[config.mk]
export PLATFORM = sky130hd
export DESIGN_NAME = uart_rx
export DESIGN_NICKNAME = d
export VERILOG_FILES = /design/src/rtl/uart_rx.sv
export SDC_FILE = /design/constraint.sdc
export NUM_CORES = 1
export LEC_CHECK = 0
export BUFFER_PORTS_ARGS = -buffer_cell sky130_fd_sc_hd__buf_2
export CORE_ASPECT_RATIO = 2
export CORE_MARGIN = 2
export CORE_UTILIZATION = 40
export CTS_CLUSTER_DIAMETER = 60
export DETAILED_ROUTE_END_ITERATION = 8
export HOLD_SLACK_MARGIN = 0.02
export PLACE_DENSITY_LB_ADDON = 0.08
export SETUP_SLACK_MARGIN = 0.2
export SYNTH_ARGS = -nofsm -noshare
export SYNTH_HDL_FRONTEND = slang
export SYNTH_SLANG_ARGS = --single-unit
[constraint.sdc]
create_clock -name clk_i -period 2.2 [get_ports clk_i]
set_input_delay 0.44 -clock clk_i [delete_from_list [all_inputs] [get_ports clk_i]]
set_output_delay 0.44 -clock clk_i [all_outputs]
set_load 0.01 [all_outputs]
[src/rtl/uart_rx.sv]
// uart_rx: 8-bit asynchronous serial receiver, 8N1 by default.
// Define UART_RX_PARITY_EN to expect an even-parity bit between data and stop.
// Samples each bit at its centre using a CLK_FREQ/BAUD cycle bit-period counter.
module uart_rx #(
  parameter int unsigned CLK_FREQ = 50_000_000,
  parameter int unsigned BAUD     = 9600
) (
  input  logic       clk_i,
  input  logic       rst_n_i,
  input  logic       rx_i,
  output logic [7:0] rx_byte_o,
  output logic       rx_valid_o,
  output logic       frame_err_o,
  output logic       busy_o
);

  localparam int unsigned CLKS_PER_BIT = CLK_FREQ / BAUD;
  localparam int unsigned CNT_W = (CLKS_PER_BIT > 1) ? $clog2(CLKS_PER_BIT) : 1;
  localparam logic [CNT_W-1:0] HALF_LAST = CNT_W'(CLKS_PER_BIT / 2 - 1);
  localparam logic [CNT_W-1:0] FULL_LAST = CNT_W'(CLKS_PER_BIT - 1);

  typedef enum logic [2:0] {
    StIdle,
    StStart,
    StData,
    StStop,
    StWaitHigh
`ifdef UART_RX_PARITY_EN
    , StParity
`endif
  } state_e;

  state_e           r_state;
  state_e           w_state_next;
  logic             r_sync1;
  logic             r_sync2;
  logic             w_rx_s;
  logic [CNT_W-1:0] r_cnt;
  logic [2:0]       r_bit_idx;
  logic [7:0]       r_shift;
  logic [7:0]       r_byte;
  logic             r_valid;
  logic             r_ferr;
  logic             w_cnt_half;
  logic             w_cnt_full;
  logic             w_shift_en;
  logic             w_load;
  logic             w_err;
  logic             w_par_ok;

  assign w_rx_s     = r_sync2;
  assign w_cnt_half = (r_cnt == HALF_LAST);
  assign w_cnt_full = (r_cnt == FULL_LAST);

`ifdef UART_RX_PARITY_EN
  logic r_par_bit;
  logic w_par_en;

  // Capture the parity bit at its centre; even parity means it equals the XOR of the data.
  always_ff @(posedge clk_i or negedge rst_n_i) begin
    if (!rst_n_i) begin
      r_par_bit <= 1'b0;
    end else if (w_par_en) begin
      r_par_bit <= w_rx_s;
    end
  end

  assign w_par_ok = (r_par_bit == ^r_shift);
`else
  assign w_par_ok = 1'b1;
`endif

  // Two-flop synchronizer; resets to the idle-high line level.
  always_ff @(posedge clk_i or negedge rst_n_i) begin
    if (!rst_n_i) begin
      r_sync1 <= 1'b1;
      r_sync2 <= 1'b1;
    end else begin
      r_sync1 <= rx_i;
      r_sync2 <= r_sync1;
    end
  end

  // State register.
  always_ff @(posedge clk_i or negedge rst_n_i) begin
    if (!rst_n_i) begin
      r_state <= StIdle;
    end else begin
      r_state <= w_state_next;
    end
  end

  // Next-state and per-cycle datapath strobes.
  always_comb begin
    w_state_next = r_state;
    w_shift_en   = 1'b0;
    w_load       = 1'b0;
    w_err        = 1'b0;
`ifdef UART_RX_PARITY_EN
    w_par_en     = 1'b0;
`endif
    unique case (r_state)
      StIdle: begin
        if (!w_rx_s) w_state_next = StStart;
      end
      StStart: begin
        // Line must still be low half a bit later, otherwise it was a glitch.
        if (w_cnt_half) w_state_next = w_rx_s ? StIdle : StData;
      end
      StData: begin
        if (w_cnt_full) begin
          w_shift_en = 1'b1;
`ifdef UART_RX_PARITY_EN
          if (r_bit_idx == 3'd7) w_state_next = StParity;
`else
          if (r_bit_idx == 3'd7) w_state_next = StStop;
`endif
        end
      end
`ifdef UART_RX_PARITY_EN
      StParity: begin
        if (w_cnt_full) begin
          w_par_en     = 1'b1;
          w_state_next = StStop;
        end
      end
`endif
      StStop: begin
        if (w_cnt_full) begin
          if (w_rx_s && w_par_ok) begin
            w_load       = 1'b1;
            w_state_next = StIdle;
          end else begin
            w_err        = 1'b1;
            // A low stop bit may be a break; wait for the line to recover first.
            w_state_next = w_rx_s ? StIdle : StWaitHigh;
          end
        end
      end
      StWaitHigh: begin
        if (w_rx_s) w_state_next = StIdle;
      end
      default: w_state_next = StIdle;
    endcase
  end

  // Bit-period counter: cleared on any state change and at each bit centre.
  always_ff @(posedge clk_i or negedge rst_n_i) begin
    if (!rst_n_i) begin
      r_cnt <= '0;
    end else if ((w_state_next != r_state) || w_cnt_full) begin
      r_cnt <= '0;
    end else if ((r_state != StIdle) && (r_state != StWaitHigh)) begin
      r_cnt <= r_cnt + 1'b1;
    end
  end

  // LSB-first shift register and bit index.
  always_ff @(posedge clk_i or negedge rst_n_i) begin
    if (!rst_n_i) begin
      r_shift   <= 8'h00;
      r_bit_idx <= 3'd0;
    end else if (w_state_next == StStart) begin
      r_bit_idx <= 3'd0;
    end else if (w_shift_en) begin
      r_shift   <= {w_rx_s, r_shift[7:1]};
      r_bit_idx <= r_bit_idx + 3'd1;
    end
  end

  // Registered outputs: byte and strobes appear the cycle after the stop-bit decision.
  always_ff @(posedge clk_i or negedge rst_n_i) begin
    if (!rst_n_i) begin
      r_byte  <= 8'h00;
      r_valid <= 1'b0;
      r_ferr  <= 1'b0;
    end else begin
      if (w_load) r_byte <= r_shift;
      r_valid <= w_load;
      r_ferr  <= w_err;
    end
  end

  assign rx_byte_o   = r_byte;
  assign rx_valid_o  = r_valid;
  assign frame_err_o = r_ferr;
  assign busy_o      = (r_state != StIdle);

endmodule

==> results of run 1 <==
-- metal layers --
layer,GRT usage,vias to the layer above,wire [µm]
met4,0.0729,0,101
met2,0.332,31,2410
li1,-,634,-
met5,0,-,0
met1,0.158,663,1350
met3,0.0357,8,114
-- per-stage QoR --
step	cell area, µm²	std cells	total power, mW	hold slack [ns]	utilization
after floorplan	1840	171	0.737	0.144	-
after global placement	1990	239	0.755	0.347	0.454
after detailed placement	1990	239	0.755	0.349	0.454
after CTS	2140	249	1.36	0.206	0.489
after global routing	2200	253	1.39	0.225	0.502
final	2200	253	1.34	0.188	0.502
-- worst max-delay path: stages, from the launching register on --
cell and delay, ns:
dfrtp_1 0.39, or4b_4 0.56, nor4_4 0.40, o22ai_2 0.12, o21ai_2 0.22, buf_6 0.16
nor2_1 0.05
-- power groups by stage --
stage | Sequential (mW) | Clock, mW | Combinational (mW)
finish | 0.723 | 0.602 | 0.0178
global route | 0.723 | 0.647 | 0.0214
CTS | 0.723 | 0.621 | 0.0190
detailed placement | 0.736 | 0 | 0.0188
global placement | 0.737 | 0 | 0.0180
floorplan | 0.734 | 0 | 0.00287
-- worst paths after layout --
path | startpoint | end | cells past startpoint
max | r_cnt[4]$_DFFE_PN0P_ | r_cnt[8]$_DFFE_PN0P_ | 6
min | rst_n_i | r_cnt[5]$_DFFE_PN0P_ | 2
max reg2reg | r_cnt[4]$_DFFE_PN0P_ | r_cnt[8]$_DFFE_PN0P_ | 6
min reg2reg | r_sync1$_DFF_PN1_ | r_sync2$_DFF_PN1_ | 0
max in group asynchronous | rst_n_i | r_sync1$_DFF_PN1_ | 2
min in group clk_i | rx_i | r_sync1$_DFF_PN1_ | 1
-- what timing repair did --
action,4_1_cts,5_1_grt
gates resized for setup,5,10
pin swaps,0,6
endpoints found under the setup margin,25,32
setup buffers,2,3
gates cloned,0,1
-- registers in the layout (all words and copies together), names as in the netlist --
name and flops:
frame_err_o 1, r_bit_idx 3, r_cnt 13, r_shift 8, r_state 3, r_sync1 1, r_sync2 1, rx_byte_o 8
rx_valid_o 1
-- kinds of logic (layout without fill, tap and decap cells) --
group / after synthesis / after routing / share of synthesized area
AO/OA/AOI/OAI: 18 / 18 / 0.0641
XOR/XNOR: 11 / 11 / 0.0525
adder cells (fa/ha/maj): 3 / 3 / 0.0205
buffers and inverters: 8 / 36 / 0.0225
flip-flops: 39 / 39 / 0.533
multiplexers: 10 / 10 / 0.0627
AND/OR/NAND/NOR: 82 / 82 / 0.245
-- layout by cell type, fill, tap and decap left out, drive strengths merged, types with 4 or more instances in the layout --
cell type / synthesis / routed
a21oi: 4 / 4
buf: 4 / 27
clkbuf: 3 / 5
dfrtp: 37 / 37
mux2: 9 / 9
nand2: 30 / 30
nand3: 4 / 4
nor2: 19 / 19
o21ai: 6 / 6
xnor2: 4 / 4
xor2: 7 / 7
-- area by class of cell --
| cell class | count | area (µm²) | share of cell area |
|---|---|---|---|
| sequential | 39 | 978 | 0.445 |
| multi-input combinational | 124 | 857 | 0.389 |
| timing repair buffer | 27 | 181 | 0.0824 |
| clock buffer | 5 | 68.8 | 0.0313 |
| tap | 54 | 67.6 | 0.0307 |
| clock inverter | 3 | 43.8 | 0.0199 |
| inverter | 1 | 3.75 | 0.00171 |
==> impl_metrics.env, run 1 <==
export IMPL_synthFlopType="dfrtp_1"
export IMPL_crit_path_end_kind="register"
export IMPL_core_area_mm2=0.00438
export IMPL_synth_top_cell_area_share=0.504
export IMPL_synth_net_count=177
export IMPL_clk_pin_slew_ns=0.08
export IMPL_grt_max_degree=40
export IMPL_yosys_cell_types_count=46
export IMPL_required_ns=2.38
export IMPL_maxCapViolCount=0
export IMPL_grtUsageTotal=0.170
export IMPL_numCtsBuffers=5
export IMPL_pin_count=14
export IMPL_yosys_top_cells_count="dfrtp_1, nand2_1, nor2_1"
export IMPL_post_route_min_period_ns=2.02
export IMPL_finalSetupTns_ns=0
export IMPL_slew_violations=0
export IMPL_cts_tree="yes"
export IMPL_rsz0062_at_grt="yes"
export IMPL_portBuffers=13
export IMPL_fp_row_count=34
export IMPL_p_sw_mw=0.282
export IMPL_async_reset_ff_frac=1.00
export IMPL_insertion_delay_ns=0.29
export IMPL_syn_avg_cell_area_um2=10.7
export IMPL_viasPerCell=5.28
export IMPL_setup_ws_ns=0.184
export IMPL_finalNetCount=204
export IMPL_ys_ff_latch=39
export IMPL_clkPwrFrac=0.449
export IMPL_hold_path_class="in2async"
export IMPL_crit_arrival_ns=2.19
export IMPL_synth_most_common_cell="dfrtp_1"
export IMPL_r2r_slack_ns=0.18
export IMPL_via_count=1336
export IMPL_power_frac_comb=0.013
export IMPL_max_freq_mhz=496
export IMPL_p_sw_frac=0.210
export IMPL_grt_pass1_wl_mm=6.56
export IMPL_hpwl_mm=2.79
export IMPL_synth_area_leaders="dfrtp_1, nand2_1, mux2_2"
export IMPL_antenna_cells=0
export IMPL_grt_pass1_vias=1436
export IMPL_htreeDepth=2
export IMPL_relSlewSlack=0.664
export IMPL_syn2layout_area_growth_pct=19.9
export IMPL_gp_congestion=0.733
export IMPL_initial_utilization=0.419
export IMPL_path_class="reg2reg"
export IMPL_worst_path_max_fanout=7
export IMPL_cts_sinks=39
export IMPL_antenna_found_initial=0
export IMPL_finalSetupViolations=0
export IMPL_clockBufferDepth=2
export IMPL_nFillCells=413
export IMPL_routed_wl_mm=3.97
export IMPL_drc_errors=0
export IMPL_ant_nets=0
export IMPL_drive_gt1_frac=0.322
export IMPL_cp_start_kind="register"
export IMPL_pwr_density_cell_mw_per_mm2=610
export IMPL_hold_buffers=0
export IMPL_p_leak_nw=1.07
export IMPL_grt_ovfl_total=0
export IMPL_hold_violations=0
export IMPL_dieArea_mm2=0.00518
export IMPL_synth_seq_area_share=0.533
export IMPL_synth_edf_count=0
export IMPL_synth_area_mm2=0.00184
export IMPL_status="finished clean"
export IMPL_vdd_ir_drop_max_v=0.000461
export IMPL_p_int_mw=1.06
export IMPL_p_seq_frac=0.538
export IMPL_die_w_um=51.9
export IMPL_fp_dieH_um=99.8
export IMPL_period_share=0.916
export IMPL_dr_pass1_iters=4
export IMPL_initialDrtViolationCount=27
export IMPL_wl_per_cell_um=15.7
export IMPL_syn_inst=171
export IMPL_pre_cts_slack_ns=0.0972
export IMPL_tightest_slew_ns=0.505
export IMPL_ys_warn_count=0
export IMPL_cts_root_buf="clkbuf_8"
export IMPL_finalClockSkew_ns=0.00700
export IMPL_yosysTopAreaCell="dfrtp_1"
Power figures use the tool's default switching activity.
==> inputs of run 2 (changes only) <==
- MAX_ROUTING_LAYER: default -> met4
- REMOVE_ABC_BUFFERS: default -> 1
==> run 2 against run 1 <==
Net effect:
- clock skew decreased by 0.0011 ns
- final area decreased by 3.9%
- non-clock buffer count decreased by 6
- sequential power about the same
- via count decreased by 1.8%
- largest cell class unchanged
==> impl_metrics.env, run 2 (synthesis results as in run 1) <==
export IMPL_insertion_delay_ns=0.29
export IMPL_grt_pass1_wl_mm=6.62
export IMPL_worst_path_max_fanout=13
export IMPL_dieArea_mm2=0.00518
export IMPL_stdcell_count=247
export IMPL_initialDrtViolationCount=29
export IMPL_antenna_cells=0
export IMPL_pwr_density_cell_mw_per_mm2=581
export IMPL_nFillCells=419
export IMPL_hold_violations=0
export IMPL_viasPerCell=5.31
export IMPL_cp_slowest_cell="or3b_4"
export IMPL_place_area_mm2=0.00198
export IMPL_p_seq_frac=0.589
export IMPL_critical_path_top_delay_family="simple AND/OR/NAND/NOR gates"
export IMPL_status="finished clean"
export IMPL_hold_path_class="in2async"
export IMPL_grtUsageTotal=0.176
export IMPL_layout_commonest_cell="dfrtp_1"
export IMPL_p_int_mw=0.944
export IMPL_post_route_min_period_ns=2.04
export IMPL_grt_ovfl_total=0
export IMPL_place_inst=236
export IMPL_cts_tree="yes"
export IMPL_drive_gt1_frac=0.264
export IMPL_crit_buf_inv=2
export IMPL_tightest_slew_ns=0.609
export IMPL_core_area_mm2=0.00438
export IMPL_hpwl_mm=2.72
export IMPL_grt_max_degree=27
export IMPL_power_frac_comb=0.016
export IMPL_antenna_found_initial=0
export IMPL_setup_ws_ns=0.158
export IMPL_critical_path_depth=8
export IMPL_rr_worst_depth=8
export IMPL_layout_common_cells="dfrtp_1, nand2_1, nor2_1"
export IMPL_p_sw_mw=0.283
export IMPL_relSlewSlack=0.594
export IMPL_pre_cts_slack_ns=-0.0704
export IMPL_vdd_ir_drop_max_v=0.000427
export IMPL_fp_row_count=34
export IMPL_path_class="reg2reg"
export IMPL_largest_register_ffs=13
export IMPL_cpPeakStageDelay_ns=0.42
export IMPL_die_w_um=51.9
export IMPL_finalNetCount=198
export IMPL_syn2layout_area_growth_pct=15.2
export IMPL_crit_arrival_ns=2.22
export IMPL_via_count=1312
export IMPL_final_seq_area_um2=978
export IMPL_clk_pin_slew_ns=0.08
export IMPL_gp_congestion=0.804
export IMPL_wl_per_cell_um=15.3
export IMPL_multi_input_area_um2=835
export IMPL_max_freq_mhz=490
export IMPL_htreeDepth=2
export IMPL_clkPwrFrac=0.396
export IMPL_clockBufferDepth=2
export IMPL_regMostFlops="r_cnt"
export IMPL_regToRegStartpoint="r_cnt[0]$_DFFE_PN0P_"
export IMPL_portBuffers=13
export IMPL_routed_wl_mm=3.77
export IMPL_finalSetupViolations=0
export IMPL_r2r_slack_ns=0.16
export IMPL_required_ns=2.38
export IMPL_crit_end="r_cnt[4]$_DFFE_PN0P_"
export IMPL_rsz0062_at_grt="yes"
export IMPL_ant_nets=0
export IMPL_fin_util=0.483
export IMPL_fp_dieH_um=99.8
export IMPL_finalClockSkew_ns=0.00586
export IMPL_maxCapViolCount=0
export IMPL_cts_root_buf="clkbuf_8"
export IMPL_p_sw_frac=0.231
export IMPL_p_leak_nw=1.03
export IMPL_path_cells="ha_1 > or3b_4 > nor4_4 > buf_6 > a311oi_1 > o21ai_2 > buf_12 > a21oi_1"
export IMPL_grt_pass1_vias=1391
export IMPL_dr_pass1_iters=4
export IMPL_numCtsBuffers=5
export IMPL_pin_count=14
export IMPL_slew_violations=0
export IMPL_drc_errors=0
export IMPL_crit_path_end_kind="register"
export IMPL_final_cell_area_mm2=0.00211
export IMPL_r2r_end="r_cnt[4]$_DFFE_PN0P_"
export IMPL_cp_startpoint="r_cnt[0]$_DFFE_PN0P_"
export IMPL_cp_start_kind="register"
export IMPL_cts_sinks=39
export IMPL_finalSetupTns_ns=0
export IMPL_period_share=0.928
export IMPL_initial_utilization=0.419
run 2: repair_timing:
action                     CTS  global route
resized for setup            4             0
hold buffers                 0             0
pin swaps                    2             0
setup endpoints to repair   32            30
buffers inserted             3             0
run 2: power by group through the flow:
stage / clock, mW / sequential [mW] / combinational (mW)
5_1_grt: 0.529 / 0.723 / 0.0233
3_3_place_gp: 0 / 0.736 / 0.0197
6_report: 0.486 / 0.723 / 0.0193
3_5_place_dp: 0 / 0.736 / 0.0206
4_1_cts: 0.501 / 0.723 / 0.0207
2_1_floorplan: 0 / 0.736 / 0.000972
run 2: worst min path at each step:
stage	from	end	slack, ns
after detailed placement	r_sync1$_DFF_PN1_	r_sync2$_DFF_PN1_	0.35
after floorplan	rst_n_i	frame_err_o$_DFF_PN0_	0.14
after global placement	r_sync1$_DFF_PN1_	r_sync2$_DFF_PN1_	0.35
final	rst_n_i	r_cnt[5]$_DFFE_PN0P_	0.15
after CTS	rst_n_i	r_cnt[5]$_DFFE_PN0P_	0.17
after global routing	rst_n_i	r_cnt[3]$_DFFE_PN0P_	0.20
run 2: final cells by class:
cell class              instances  share of cell area
inverters                       1             0.00178
flip-flops and latches         39               0.463
clock buffers                   5              0.0325
clock inverters                 3             0.00947
well taps                      54              0.0320
multi-input cells             124               0.395
repair buffers                 21              0.0669
run 2: worst reg2reg max path, stage by stage, from the launching register on:
cell and delay, ns:
dfrtp_1 0.37, ha_1 0.17, or3b_4 0.42, nor4_4 0.30, buf_6 0.18, a311oi_1 0.12, o21ai_2 0.18, buf_12 0.15
a21oi_1 0.05
run 2: metal layers:
layer / track usage / wire (µm) / up-vias
met3: 0.0268 / 76 / 10
met4: 0.0789 / 85 / 0
met2: 0.305 / 2130 / 18
li1: - / - / 625
met1: 0.190 / 1480 / 659
met5: - / 0 / -
run 2: stage by stage:
stage	power, mW	hold slack, ns
2_1_floorplan	0.737	0.144
3_3_place_gp	0.756	0.349
4_1_cts	1.24	0.171
3_5_place_dp	0.757	0.347
5_1_grt	1.28	0.199
6_report	1.23	0.151
